$ cat config.mk
export PLATFORM = sky130hd
export DESIGN_NAME = matriz_determ3x3_seq_flat
export DESIGN_NICKNAME = d
export VERILOG_FILES = /design/src/rtl/matriz_determ3x3_seq_if.sv /design/src/rtl/matriz_determ3x3_seq.sv /design/src/flat_wrapper.sv
export SDC_FILE = /design/constraint.sdc
export NUM_CORES = 1
export LEC_CHECK = 0
export BUFFER_PORTS_ARGS = -buffer_cell sky130_fd_sc_hd__buf_2
export CORE_AREA = 3 3 164 166
export DETAILED_ROUTE_END_ITERATION = 8
export DIE_AREA = 0 0 167 169
export HOLD_SLACK_MARGIN = 0.02
export PLACE_DENSITY = 0.52
export SLEW_MARGIN = 15
export SYNTH_ARGS = -nofsm -noshare
export SYNTH_HDL_FRONTEND = slang
export SYNTH_SLANG_ARGS = --single-unit
$ cat constraint.sdc
create_clock -name clk -period 4.7 [get_ports clk]
set_input_delay 0.94 -clock clk [delete_from_list [all_inputs] [get_ports clk]]
set_output_delay 0.94 -clock clk [all_outputs]
set_load 0.02 [all_outputs]
$ cat src/rtl/matriz_determ3x3_seq_if.sv
// Bus between the 3x3 determinant sequencer, its requester and the external 2x2 determinant unit.
// Every 8-bit field is unsigned and wraps mod 256.
interface matriz_determ3x3_seq_if;
  logic         start;
  logic [199:0] matriz_A;
  logic [199:0] minor_out;
  logic [7:0]   det_2x2;
  logic [7:0]   det;
  logic         busy;
  logic         done;
  logic [2:0]   dbg_state;

  // Handshake between requester and sequencer:
  // - start is accepted only in IDLE or DONE, on the rising edge where it is seen high.
  // - busy is high while a minor is being processed.
  // - done is high for exactly one cycle.
  // - det is valid from that cycle and holds until the next done.
  // - det_2x2 must settle combinationally from minor_out within one cycle.
  modport slave  (input  start, matriz_A, det_2x2,
                  output minor_out, det, busy, done, dbg_state);
  modport master (output start, matriz_A, det_2x2,
                  input  minor_out, det, busy, done, dbg_state);
endinterface

$ cat src/rtl/matriz_determ3x3_seq.sv
// 3x3 determinant by cofactor expansion along row 0.
// Each of the three 2x2 minors is sent to an external 2x2 unit, one minor per cycle.
module matriz_determ3x3_seq (
  input  logic                       clk,
  input  logic                       rst_n,
  matriz_determ3x3_seq_if.slave      bus
);

  typedef enum logic [2:0] {
    IDLE   = 3'd0,
    MINOR0 = 3'd1,
    MINOR1 = 3'd2,
    MINOR2 = 3'd3,
    DONE   = 3'd4
  } state_t;

  state_t     state, state_nxt;
  logic [7:0] m_q [3][3];
  logic [7:0] acc, det_q;
  logic [7:0] prod, acc_nxt;
  logic [1:0] kcol, ca, cb;
  logic       take, active, sub;

  // Only the top-left 3x3 bytes of the input matrix are used.
  logic unused_bits;
  assign unused_bits = ^{bus.matriz_A[199:104], bus.matriz_A[79:64], bus.matriz_A[39:24]};

  always_comb begin
    state_nxt     = state;
    take          = 1'b0;
    active        = 1'b0;
    sub           = 1'b0;
    kcol          = 2'd0;
    ca            = 2'd1;
    cb            = 2'd2;
    bus.busy      = 1'b0;
    bus.done      = 1'b0;
    bus.minor_out = '0;
    case (state)
      IDLE: begin
        if (bus.start) begin
          take      = 1'b1;
          state_nxt = MINOR0;
        end
      end
      MINOR0: begin
        active    = 1'b1;
        kcol      = 2'd0;
        ca        = 2'd1;
        cb        = 2'd2;
        state_nxt = MINOR1;
      end
      MINOR1: begin
        active    = 1'b1;
        sub       = 1'b1;
        kcol      = 2'd1;
        ca        = 2'd0;
        cb        = 2'd2;
        state_nxt = MINOR2;
      end
      MINOR2: begin
        active    = 1'b1;
        kcol      = 2'd2;
        ca        = 2'd0;
        cb        = 2'd1;
        state_nxt = DONE;
      end
      DONE: begin
        bus.done = 1'b1;
        if (bus.start) begin
          take      = 1'b1;
          state_nxt = MINOR0;
        end else begin
          state_nxt = IDLE;
        end
      end
      default: state_nxt = IDLE;
    endcase
    if (active) begin
      bus.busy             = 1'b1;
      bus.minor_out[7:0]   = m_q[1][ca];
      bus.minor_out[15:8]  = m_q[1][cb];
      bus.minor_out[47:40] = m_q[2][ca];
      bus.minor_out[55:48] = m_q[2][cb];
    end
  end

  // The middle cofactor carries the negative sign; the product keeps only its low 8 bits.
  assign prod    = m_q[0][kcol] * bus.det_2x2;
  assign acc_nxt = sub ? (acc - prod) : (acc + prod);

  always_ff @(posedge clk or negedge rst_n) begin
    if (!rst_n) begin
      state <= IDLE;
      acc   <= '0;
      det_q <= '0;
      m_q   <= '{default: '0};
    end else begin
      state <= state_nxt;
      if (take) begin
        acc <= '0;
        for (int i = 0; i < 3; i++)
          for (int j = 0; j < 3; j++)
            m_q[i][j] <= bus.matriz_A[i*40 + j*8 +: 8];
      end else if (active) begin
        acc <= acc_nxt;
      end
      if (state == MINOR2)
        det_q <= acc_nxt;
    end
  end

  assign bus.det       = det_q;
  assign bus.dbg_state = state;

endmodule

$ cat src/flat_wrapper.sv
// flat-port wrapper written by rule: the top's interface ports become plain ports
module matriz_determ3x3_seq_flat 
  (clk, rst_n, bus_start, bus_matriz_A, bus_det_2x2, bus_minor_out, bus_det, bus_busy, bus_done, bus_dbg_state);
  matriz_determ3x3_seq_if bus_i ();
  input  logic clk;
  input  logic rst_n;
  input wire logic [$bits(bus_i.start)-1:0] bus_start;
  input wire logic [$bits(bus_i.matriz_A)-1:0] bus_matriz_A;
  input wire logic [$bits(bus_i.det_2x2)-1:0] bus_det_2x2;
  output wire logic [$bits(bus_i.minor_out)-1:0] bus_minor_out;
  output wire logic [$bits(bus_i.det)-1:0] bus_det;
  output wire logic [$bits(bus_i.busy)-1:0] bus_busy;
  output wire logic [$bits(bus_i.done)-1:0] bus_done;
  output wire logic [$bits(bus_i.dbg_state)-1:0] bus_dbg_state;
  assign bus_i.start = bus_start;
  assign bus_i.matriz_A = bus_matriz_A;
  assign bus_i.det_2x2 = bus_det_2x2;
  assign bus_minor_out = bus_i.minor_out;
  assign bus_det = bus_i.det;
  assign bus_busy = bus_i.busy;
  assign bus_done = bus_i.done;
  assign bus_dbg_state = bus_i.dbg_state;
  matriz_determ3x3_seq u_core (.clk(clk), .rst_n(rst_n), .bus(bus_i));
endmodule
# After elaboration in Yosys (flattened, before gate mapping)
# Cells that the tools add are included.
# Widths: inputs -> output; s select.
[word_totals]
output_inout_bits = 213
regBits = 91
inputBits = 211
elab_cells = 63
[op_classes]
n_eq_ne = 5
order_cmp = 3
n_bitwise = 3
n_addsub = 2
mul = 1
mux = 32
n_reduce_logical = 5
[op_table]
columns = ["op", "count"]
rows = [
  ["$mux 8", 13],
  ["$bmux 8 s2", 5],
  ["$mux 16", 2],
  ["$pmux 3 s5", 1],
  ["$ge 3x3->1 const B", 3],
  ["$add 8x8->8", 1],
  ["$mul 8x8->8", 1],
  ["$mux 1", 8],
  ["$sub 8x8->8", 1],
  ["$eq 3x2->1 const B", 2],
  ["$not 2->3", 2],
  ["$pmux 2 s2", 1],
  ["$reduce_or 2->1", 2],
  ["$eq 3x1->1 const B", 1],
  ["$eq 3x3->1 const B", 1],
  ["$logic_not 3->1", 1],
  ["$mux 3", 1],
  ["$not 1->3", 1],
  ["$reduce_or 3->1", 1],
  ["$mux 2", 1],
  ["$ne 2x2->1 const B", 1],
  ["$reduce_bool 2->1", 1],
]

# Longest topological paths before layout
# Gate-level depths: netlist of run 1.
[depth]
word_depth = 11
mapped_depth = 24
ltp_nobuf = 22

# Least setup slack after synthesis of run 1
# No wires, ideal clock.
[synth_path]
kind = "register to register"
from = "register u_core.state[2] (netlist: u_core.bus.dbg_state[2])"
to = "register u_core.det_q[7] (netlist: u_core.bus.det[7])"
path_stages_with_launch = 20
t_arrival_ps = 4751
n_path_buf = 2
synth_period_minus_slack_ps = 4875
slack_ps = -175
cell_sequence = "dfrtp_1 -> buf_4 -> nor2b_4 -> buf_4 -> mux2i_1 -> nor2b_1 -> fa_1 -> ha_1 -> ha_1 -> inv_1 -> fa_1 -> inv_1 -> ha_1 -> xnor2_1 -> or3_1 -> o31ai_1 -> xor2_1 -> xnor3_1 -> xor2_1 -> o21ai_2"
[synth_between]
elab_chain_cells = 9
word_cells_on_any_way = 12
classes_between = "2 x add/sub; 1 x mul; 2 x eq/ne; 6 x mux; 1 x bitwise"
[synth_rtl]
columns = ["item", "line", "text"]
rows = [
  ["from (decl)", "matriz_determ3x3_seq.sv:17", "state_t state, state_nxt;"],
  ["from (signal assigned)", "matriz_determ3x3_seq.sv:99", "state <= state_nxt;"],
  ["$eq 3x2->1 (on tied branches)", "matriz_determ3x3_seq.sv:39, matriz_determ3x3_seq.sv:108", ""],
  ["$pmux 2 s2", "matriz_determ3x3_seq.sv:39", "case (state)"],
  ["$not 2->3 (not written as such)", "matriz_determ3x3_seq.sv:89", "assign prod = m_q[0][kcol] * bus.det_2x2;"],
  ["$bmux 8 s2", "matriz_determ3x3_seq.sv:89", ""],
  ["$mux 8 (not written as such) (2 in a row)", "matriz_determ3x3_seq.sv:89", ""],
  ["$mul 8x8->8", "matriz_determ3x3_seq.sv:89", ""],
  ["$add 8x8->8 or $sub 8x8->8 (tied branches)", "matriz_determ3x3_seq.sv:90", "assign acc_nxt = sub ? (acc - prod) : (acc + prod);"],
  ["$mux 8", "matriz_determ3x3_seq.sv:90", ""],
  ["to (signal assigned)", "matriz_determ3x3_seq.sv:109", "det_q <= acc_nxt;"],
  ["to (decl)", "matriz_determ3x3_seq.sv:19", "logic [7:0] acc, det_q;"],
]
# Parallel ways exist; a longest one is shown, timed or not. The select of a mux whose other input is x is not followed.
# A chain may end at the register's enable or synchronous reset.

# Worst setup path after layout of run 1
[layout_path]
from = "register u_core.state[0] (netlist: u_core.bus.dbg_state[0])"
to = "register u_core.det_q[7] (netlist: u_core.bus.det[7])"
# Same word-level chain as after synthesis.

==> results of run 1 <==
critical path, stage by stage, from the launching register on:
cell	delay [ps]
sky130_fd_sc_hd__dfrtp_2	470
sky130_fd_sc_hd__mux2_4	330
sky130_fd_sc_hd__mux2i_4	240
sky130_fd_sc_hd__nor2b_2	70
sky130_fd_sc_hd__ha_2	180
sky130_fd_sc_hd__fa_1	530
sky130_fd_sc_hd__ha_1	230
sky130_fd_sc_hd__inv_1	70
sky130_fd_sc_hd__fa_2	460
sky130_fd_sc_hd__fa_2	580
sky130_fd_sc_hd__nand2_2	80
sky130_fd_sc_hd__or3_4	380
sky130_fd_sc_hd__o31ai_4	190
sky130_fd_sc_hd__xor2_1	180
sky130_fd_sc_hd__xnor3_1	280
sky130_fd_sc_hd__xor2_2	220
sky130_fd_sc_hd__o21ai_2	60
routing by layer:
layer  vias up  GRT usage (%)  share of wire (%)
li1       2013              -                  -
met1      2041           12.9                 42
met2       202           16.9                 46
met3        23           4.34                 11
met4        14           2.69               0.95
met5         -              0               0.57
flip-flops by register name, indices dropped and copies added (netlist names):
name and flops:
u_core.m_q 72, u_core.acc 8, u_core.bus.det 8, u_core.bus.dbg_state 3
layout make-up:
class	count	area (um^2)	area share [%]
clock inverter	3	65.1	0.847
clock buffer	11	233	3.03
multi-input combinational	483	3710	48.3
sequential	91	2280	29.7
tap	335	419	5.46
inverter	28	105	1.37
timing repair buffer	153	866	11.3
kinds of logic (layout without fill, tap and decap cells):
logic type	count (synthesis)	in the layout	synth area share (%)
AND/OR/NAND/NOR	93	93	6.95
multiplexers	92	92	16.1
flip-flops	91	91	34.7
buffers and inverters	218	195	22.5
other	1	168	0.0572
XOR/XNOR	28	28	4.16
AO/OA/AOI/OAI	65	65	6.97
adder cells (fa/ha/maj)	37	37	8.55
worst min-delay path by stage:
stage / depth (start not counted) / start / to / slack [ps]
after floorplan: 2 / u_core.acc[0] / u_core.acc[0] / 450
after CTS: 2 / u_core.bus.det[7] / u_core.bus.det[7] / 480
final: 2 / u_core.bus.det[7] / u_core.bus.det[7] / 470
after global routing: 2 / u_core.bus.det[2] / u_core.bus.det[2] / 500
after detailed placement: 2 / u_core.bus.det[7] / u_core.bus.det[7] / 460
after global placement: 2 / u_core.bus.det[7] / u_core.bus.det[7] / 460
per-stage QoR:
step | hold slack, ps | worst slack, ps
5_1_grt | 505 | -200
3_3_place_gp | 462 | -271
6_report | 472 | 20.4
3_5_place_dp | 462 | -260
4_1_cts | 477 | -124
2_1_floorplan | 450 | 12.6
cell usage in the layout (no fill, tap or decap), types with 3 or more instances in the layout:
| cell | netlist | layout |
|---|---|---|
| sky130_fd_sc_hd__fa_2 | 0 | 4 |
| sky130_fd_sc_hd__buf_4 | 170 | 23 |
| sky130_fd_sc_hd__dfrtp_1 | 91 | 89 |
| sky130_fd_sc_hd__nor2b_1 | 24 | 19 |
| sky130_fd_sc_hd__buf_2 | 0 | 126 |
| sky130_fd_sc_hd__mux2i_1 | 4 | 3 |
| sky130_fd_sc_hd__nor2b_2 | 0 | 5 |
| sky130_fd_sc_hd__xor2_1 | 9 | 7 |
| sky130_fd_sc_hd__ha_4 | 0 | 6 |
| sky130_fd_sc_hd__a21o_1 | 6 | 6 |
| sky130_fd_sc_hd__a21oi_1 | 9 | 5 |
| sky130_fd_sc_hd__nor2_1 | 37 | 36 |
| sky130_fd_sc_hd__fa_1 | 13 | 9 |
| sky130_fd_sc_hd__nand2b_1 | 5 | 3 |
| sky130_fd_sc_hd__o21ai_2 | 2 | 4 |
| sky130_fd_sc_hd__nand2_1 | 17 | 16 |
| sky130_fd_sc_hd__clkbuf_16 | 0 | 9 |
| sky130_fd_sc_hd__xnor2_1 | 17 | 13 |
| sky130_fd_sc_hd__inv_1 | 28 | 23 |
| sky130_fd_sc_hd__conb_1 | 1 | 168 |
| sky130_fd_sc_hd__o21ai_0 | 6 | 5 |
| sky130_fd_sc_hd__a22oi_1 | 32 | 32 |
| sky130_fd_sc_hd__mux2i_4 | 1 | 3 |
| sky130_fd_sc_hd__mux2_2 | 84 | 80 |
| sky130_fd_sc_hd__inv_2 | 0 | 5 |
| sky130_fd_sc_hd__mux2_4 | 2 | 6 |
| sky130_fd_sc_hd__a22o_1 | 5 | 5 |
| sky130_fd_sc_hd__ha_1 | 24 | 16 |
timing repair:
item / 4_1_cts / 5_1_grt
hold buffers: 0 / 0
buffers inserted: 1 / 1
endpoints found under the hold margin: 0 / 0
gates resized for setup: 11 / 26
endpoints found under the setup margin: 5 / 6
pin swaps: 13 / 11
==> run summary, run 1 <==
clock tree from TritonCTS = yes
initial antenna violation count = 7
fraction of synthesized cell area taken by the top area cell type = 34.7%
Final Max Slew Viols = 0
global router's overall resource usage = 10.4%
number of endpoints failing setup at the final stage = 0
number of design rule violations left after detail routing = 0
worst path required time = 4920 ps
deepest clock path buffer count = 2
Worst Clk Skew = 6.83 ps
Num CTS Buffers = 9
vias in the first global route = 4,172
headroom to the max-slew limit = 31.2%
signal arrival time at the worst endpoint = 4900 ps
clock input transition at the sequential cells of the worst setup and hold paths = 70 ps
reported max-cap violation count = 0
Die W = 167 um
most instantiated flip-flop cell in the synthesis netlist = sky130_fd_sc_hd__dfrtp_1
critical path class = register to register
vias after detailed routing = 4,293
final instance area = 7680 um^2
count of fill cells added during filler insertion = 2,694
Clock Root Buffer = sky130_fd_sc_hd__clkbuf_16
Reg2Reg Launch Point = u_core.bus.dbg_state[0]
Yosys warning total = 0
Die Area = 28,200 um^2
final antenna-violating net count = 0
run status = finished, final reports clean
wire length of the first global-routing pass = 23.2 mm
CP max FO = 5
count of flip-flops with a built-in enable after synthesis = 0
pin count of the biggest net entering global routing = 77
num rows = 59
Worst setup EP type = register
input/output buffers = 127
half-perimeter wire length of the detailed placement result = 11.7 mm
Core Region = 25,800 um^2
capture point of the worst path = u_core.bus.det[7]
Final period util = 99.6%
FFs w/ async S/R, synth = 100%
placement-stage cell area = 7180 um^2
count of cell types in the netlist = 37
number of nets in the layout = 1,014
total routed wirelength = 15.4 mm
H-tree depth reported by CTS = 3
count of inserted antenna diode cells = 0
wire length per cell after detailed routing = 13.9 um
worst hold path type = register to register
upper clock frequency limit = 214 MHz
die outline height = 169 um
Critical Path Source = u_core.bus.dbg_state[0]
Final Non-Filler Cells = 1,104
proportion of layout cells with a drive suffix above 1 = 39.4%
initial standard-cell utilization of the core = 25.4%
# IOs = 424
list of most frequent post-synthesis cells = sky130_fd_sc_hd__buf_4, sky130_fd_sc_hd__dfrtp_1, sky130_fd_sc_hd__mux2_2
biggest area contributors in the synthesized netlist = sky130_fd_sc_hd__dfrtp_1, sky130_fd_sc_hd__buf_4, sky130_fd_sc_hd__mux2_2
layout-stage area growth over the synthesis result = 17.2%
number of DRC markers in iteration 0 = 94
Syn Inst Count = 625
Critical Path Start Type = register
count leader, synth = sky130_fd_sc_hd__buf_4
first-pass detailed-route iteration total = 4
number of sinks handled by clock tree synthesis = 91
logic depth of the worst register-to-register path = 16
post-synthesis area per instance = 10.5 um^2
Worst-Margin Slew = 1030 ps
final estimated routing congestion in global placement = 0.739
clock latency of the later-clocked register in the worst-skew pair = 340 ps
endpoint of the worst-slack reg-to-reg timing path = u_core.bus.det[7]
FF+latch count, synth = 91
number of hold violations in the final report = 0
end-of-flow core utilization = 29.8%
GR Overflow Total = 0
final critical path time including I/O delays and setup = 4680 ps
Setup TNS Final = 0 ps
unrepaired setup endpoints after global routing = yes
number of placed instances, taps included = 1,088
Syn Std Cell Area = 6550 um^2
mean number of vias per cell = 3.89
share of the yosys chip area belonging to registers = 34.7%
reg2reg setup slack = 20 ps
cell taking the most area after synthesis = sky130_fd_sc_hd__dfrtp_1
Power of run 1 is not shown: default switching activity piles up to over one toggle a cycle in this logic, so the estimate is an artifact.
==> run 2: changes to the inputs <==
CORE_AREA = 3 3 166 168   (was 3 3 164 166)
DIE_AREA = 0 0 169 171   (was 0 0 167 169)
PLACE_DENSITY = 0.49   (was 0.52)
RECOVER_POWER = 25   (was not set)
clock period = 4.6 ns   (was 4.7 ns; I/O delays follow)
==> run summary, run 2 (synthesized netlist as in run 1, its figures left out) <==
run status = finished with violations
violations in the final reports = capacitance limit, slew limit, setup timing
total routed wirelength = 15.8 mm
WHS Path Cells = 2
global router's overall resource usage = 10.5%
Num CTS Buffers = 9
number of DRC markers in iteration 0 = 118
number of sinks handled by clock tree synthesis = 91
Worst Hold Endpoint = u_core.bus.det[7]
headroom to the max-slew limit = -91.6%
half-perimeter wire length of the detailed placement result = 12.0 mm
number of design rule violations left after detail routing = 0
number of hold violations in the final report = 0
critical path's slowest cell = sky130_fd_sc_hd__fa_2
wire length of the first global-routing pass = 23.7 mm
Cell Chain, Critical Path = buf_6 -> mux2_4 -> mux2_4 -> and2_4 -> fa_1 -> ha_1 -> inv_2 -> fa_2 -> fa_2 -> buf_6 -> buf_6 -> xor2_4 -> ha_4 -> inv_2 -> o21bai_1 -> a21oi_2 -> xnor2_2 -> mux2_2
Worst-Margin Slew = 2870 ps
clock input transition at the sequential cells of the worst setup and hold paths = 70 ps
largest stage delay on the critical path = 600 ps
H-tree depth reported by CTS = 3
num rows = 59
Clock Root Buffer = sky130_fd_sc_hd__clkbuf_16
Critical Path Start Type = register
pin count of the biggest net entering global routing = 54
final antenna-violating net count = 0
worst path required time = 4840 ps
clock latency of the later-clocked register in the worst-skew pair = 350 ps
Die W = 169 um
vias in the first global route = 4,288
wire length per cell after detailed routing = 14.1 um
Largest register FFs = 72
beginning of the worst hold path = u_core.bus.det[7]
initial antenna violation count = 7
signal arrival time at the worst endpoint = 4990 ps
Final period util = 103%
number of endpoints failing setup at the final stage = 5
mean number of vias per cell = 3.93
Final Max Slew Viols = 93
commonest non-fill, non-tap cell in the layout = sky130_fd_sc_hd__conb_1
register with the highest flop count = u_core.m_q
number of nets in the layout = 1,027
Die Area = 28,900 um^2
Worst Clk Skew = 7.65 ps
final estimated routing congestion in global placement = 0.714
final critical path time including I/O delays and setup = 4760 ps
Worst setup EP type = register
GR Overflow Total = 0
initial standard-cell utilization of the core = 25.2%
# IOs = 424
final instance area = 7880 um^2
upper clock frequency limit = 210 MHz
reg2reg setup slack = -160 ps
family with the most delay on the worst path = adder cells
reported max-cap violation count = 2
number of buffers and inverters on the critical path = 5
input/output buffers = 127
proportion of layout cells with a drive suffix above 1 = 41.3%
Final WS setup = -157 ps
unrepaired setup endpoints after global routing = yes
logic depth of the worst register-to-register path = 18
first-pass detailed-route iteration total = 4
most frequent cell on the critical path = sky130_fd_sc_hd__buf_6
Core Region = 26,100 um^2
pre-CTS WS = -293 ps
Reg2Reg Launch Point = u_core.bus.dbg_state[0]
commonest cells after routing, fill and taps aside = sky130_fd_sc_hd__conb_1, sky130_fd_sc_hd__buf_2, sky130_fd_sc_hd__dfrtp_1
count of fill cells added during filler insertion = 2,735
# hold bufs at CTS = 0
CP max FO = 6
endpoint of the worst-slack reg-to-reg timing path = u_core.bus.det[6]
end-of-flow core utilization = 30.2%
deepest clock path buffer count = 2
placement-stage cell area = 7240 um^2
vias after detailed routing = 4,402
layout-stage area growth over the synthesis result = 20.2%
clock tree from TritonCTS = yes
critical path class = register to register
worst hold path type = register to register
die outline height = 171 um
==> run 2: cell count changes in the layout (fill, tap and decap cells not counted), sizes merged <==
cell	change
clkinvlp	+1
bufinv	-1
diode	+1
clkinv	+1
buf	+10
clkbuf	+3
==> run 2: final cells by class <==
| cell class | count | area, um^2 | share of cell area, % |
|---|---|---|---|
| sequential | 91 | 2280 | 28.9 |
| antenna | 1 | 2.50 | 0.0318 |
| clock inverter | 4 | 51.3 | 0.651 |
| timing repair buffer | 166 | 982 | 12.5 |
| clock buffer | 11 | 243 | 3.08 |
| tap | 335 | 419 | 5.32 |
| inverter | 28 | 105 | 1.33 |
| multi-input combinational | 483 | 3790 | 48.2 |
==> run 2: worst max path at each step <==
stage	from	endpoint	cells past startpoint
final	u_core.bus.dbg_state[0]	u_core.bus.det[6]	18
after global routing	u_core.bus.dbg_state[0]	u_core.acc[7]	18
after CTS	u_core.bus.dbg_state[0]	u_core.acc[7]	16
after detailed placement	bus_det_2x2[2]	u_core.bus.det[7]	18
after global placement	bus_det_2x2[2]	u_core.bus.det[6]	15
after floorplan	u_core.bus.dbg_state[2]	u_core.bus.det[7]	17
==> run 2: repair_timing <==
item / 4_1_cts / 5_1_grt
hold endpoints to repair: 0 / 0
gates resized for setup: 29 / 26
endpoints found under the setup margin: 8 / 8
pin swaps: 17 / 14
buffers inserted: 5 / 3
==> run 2: metal layers <==
| metal | track usage [%] | up-vias | part of all wire, % |
|---|---|---|---|
| li1 | - | 2038 | - |
| met5 | 0 | - | 0.40 |
| met3 | 4.41 | 28 | 11 |
| met1 | 13.0 | 2116 | 42 |
| met2 | 16.8 | 208 | 46 |
| met4 | 3.42 | 12 | 1.3 |
==> run 2: worst min-delay path: stages, from the launching register on <==
cell and delay (ps):
sky130_fd_sc_hd__dfrtp_1 340, sky130_fd_sc_hd__nand2_1 60, sky130_fd_sc_hd__o21ai_2 40
==> run 2: stage by stage <==
step | cells | setup TNS, ps | hold slack, ps
2_1_floorplan | 792 | -229 | 450
3_3_place_gp | 1096 | -1570 | 464
3_5_place_dp | 1096 | -1380 | 467
4_1_cts | 1116 | -673 | 481
5_1_grt | 1119 | -1830 | 510
6_report | 1119 | -588 | 472
Power of run 2 is left out for the same reason.
==> run 3: changes to the inputs <==
--- a/config.mk
+++ b/config.mk
@@ -7,2 +7,3 @@
 export LEC_CHECK = 0
+export ABC_CLOCK_PERIOD_IN_PS = 4600
 export BUFFER_PORTS_ARGS = -buffer_cell sky130_fd_sc_hd__buf_2
==> constraint.sdc (replaced) <==
create_clock -name clk -period 4.6 [get_ports clk]
set_input_delay 0.46 -clock clk [delete_from_list [all_inputs] [get_ports clk]]
set_output_delay 0.46 -clock clk [all_outputs]
set_load 0.02 [all_outputs]
==> run summary, run 3 (synthesized netlist as in run 1, its figures left out) <==
critical path class = register to register
wire length per cell after detailed routing = 14.1 um
worst path required time = 4830 ps
Final Max Slew Viols = 47
# hold bufs at CTS = 0
Critical Path Source = u_core.bus.dbg_state[0]
headroom to the max-slew limit = -72.8%
number of DRC markers in iteration 0 = 101
number of endpoints failing setup at the final stage = 4
Cell Chain, Critical Path = buf_12 -> mux2_4 -> mux2_4 -> and2_4 -> fa_1 -> ha_1 -> inv_2 -> fa_2 -> fa_2 -> nand2_2 -> or3_4 -> o31ai_4 -> xor2_1 -> xnor3_1 -> xor2_2 -> o21ai_2
clock tree from TritonCTS = yes
number of nets in the layout = 1,015
reported max-cap violation count = 1
Critical Path Start Type = register
Clock Root Buffer = sky130_fd_sc_hd__clkbuf_16
Largest register FFs = 72
critical path's slowest cell = sky130_fd_sc_hd__fa_2
final estimated routing congestion in global placement = 0.774
half-perimeter wire length of the detailed placement result = 11.9 mm
H-tree depth reported by CTS = 3
signal arrival time at the worst endpoint = 4960 ps
register with the highest flop count = u_core.m_q
Reg2Reg Launch Point = u_core.bus.dbg_state[0]
number of sinks handled by clock tree synthesis = 91
largest stage delay on the critical path = 610 ps
final antenna-violating net count = 0
Worst setup EP type = register
layout-stage area growth over the synthesis result = 18.0%
deepest clock path buffer count = 2
pin count of the biggest net entering global routing = 58
mean number of vias per cell = 3.91
vias after detailed routing = 4,330
clock input transition at the sequential cells of the worst setup and hold paths = 70 ps
vias in the first global route = 4,363
final critical path time including I/O delays and setup = 4740 ps
number of hold violations in the final report = 0
initial antenna violation count = 6
logic depth of the worst register-to-register path = 16
clock latency of the later-clocked register in the worst-skew pair = 350 ps
Worst-Margin Slew = 2590 ps
GR Overflow Total = 0
commonest non-fill, non-tap cell in the layout = sky130_fd_sc_hd__conb_1
commonest cells after routing, fill and taps aside = sky130_fd_sc_hd__conb_1, sky130_fd_sc_hd__buf_2, sky130_fd_sc_hd__dfrtp_1
total routed wirelength = 15.6 mm
CP max FO = 5
first-pass detailed-route iteration total = 4
Final period util = 103%
unrepaired setup endpoints after global routing = yes
worst hold path type = input pin to register
Setup TNS Final = -401 ps
# IOs = 424
run status = finished with violations
endpoint of the worst-slack reg-to-reg timing path = u_core.bus.det[7]
Num CTS Buffers = 9
Core Region = 26,100 um^2
reg2reg setup slack = -140 ps
number of design rule violations left after detail routing = 0
Worst Clk Skew = 6.16 ps
proportion of layout cells with a drive suffix above 1 = 39.8%
num rows = 59
global router's overall resource usage = 10.6%
initial standard-cell utilization of the core = 25.2%
wire length of the first global-routing pass = 23.9 mm
capture point of the worst path = u_core.bus.det[7]
violations in the final reports = capacitance limit, slew limit, setup timing
die outline height = 171 um
Die W = 169 um
Final WS setup = -135 ps
upper clock frequency limit = 211 MHz
Die Area = 28,900 um^2
count of fill cells added during filler insertion = 2,732
input/output buffers = 127
==> run 3: cell types whose count changed in the layout (fill, tap and decap cells not counted), sizes merged <==
cell	previous run	this run
buf	163	152
clkbuf	14	15
clkinv	2	0
clkinvlp	1	2
==> run 3: cell type report <==
cell class / instances / area [um^2] / share of cell area, %
clock buffer: 13 / 270 / 3.50
multi-input combinational: 483 / 3730 / 48.2
tap: 335 / 419 / 5.42
inverter: 28 / 105 / 1.36
timing repair buffer: 154 / 883 / 11.4
sequential: 91 / 2280 / 29.5
antenna: 1 / 2.50 / 0.0324
clock inverter: 3 / 45.0 / 0.583
==> run 3: worst max-delay path: cells and delay by family (launching register included) <==
| family | cells | cell delay [ps] |
|---|---|---|
| buffers and inverters | 2 | 190 |
| adder cells (fa/ha/maj) | 4 | 1840 |
| AO/OA/AOI/OAI | 2 | 260 |
| multiplexers | 2 | 590 |
| AND/OR/NAND/NOR | 3 | 610 |
| flip-flops | 1 | 470 |
| XOR/XNOR | 3 | 660 |
==> run 3: metrics by stage <==
step | instance area (um^2) | instances | hold slack, ps | util [%] | setup WS [ps]
final | 7730 | 1108 | 340 | 29.7 | -135
after global routing | 7730 | 1108 | 326 | 29.7 | -310
after CTS | 7530 | 1103 | 141 | 28.9 | -234
after detailed placement | 7140 | 1084 | 473 | 27.4 | -247
after global placement | 7140 | 1084 | 462 | 27.4 | -259
after floorplan | 7290 | 792 | 164 | - | -78.0
==> run 3: how the worst min path moves through the flow <==
stage                      start                end  slack [ps]  cells after the start
2_1_floorplan              rst_n      u_core.acc[0]         160                      0
6_report        bus_matriz_A[14]     u_core.m_q[62]         340                      2
5_1_grt         bus_matriz_A[97]      u_core.m_q[1]         330                      2
3_5_place_dp   u_core.bus.det[0]  u_core.bus.det[0]         470                      2
4_1_cts                    rst_n     u_core.m_q[40]         140                      1
3_3_place_gp   u_core.bus.det[7]  u_core.bus.det[7]         460                      2
==> run 3: repair_timing <==
action / in CTS / in global routing
endpoints found under the setup margin: 6 / 8
hold endpoints to repair: 0 / 0
resized for setup: 7 / 33
pin swaps: 0 / 13
setup buffers: 3 / 4
==> run 3: routing by layer <==
| layer | GRT usage [%] | share of wire (%) | vias to the layer above |
|---|---|---|---|
| met5 | 0 | 0.35 | - |
| met1 | 12.8 | 42 | 2066 |
| met4 | 3.95 | 2.0 | 10 |
| li1 | - | - | 2021 |
| met3 | 4.30 | 11 | 26 |
| met2 | 17.0 | 45 | 207 |
Power of run 3 is left out for the same reason.
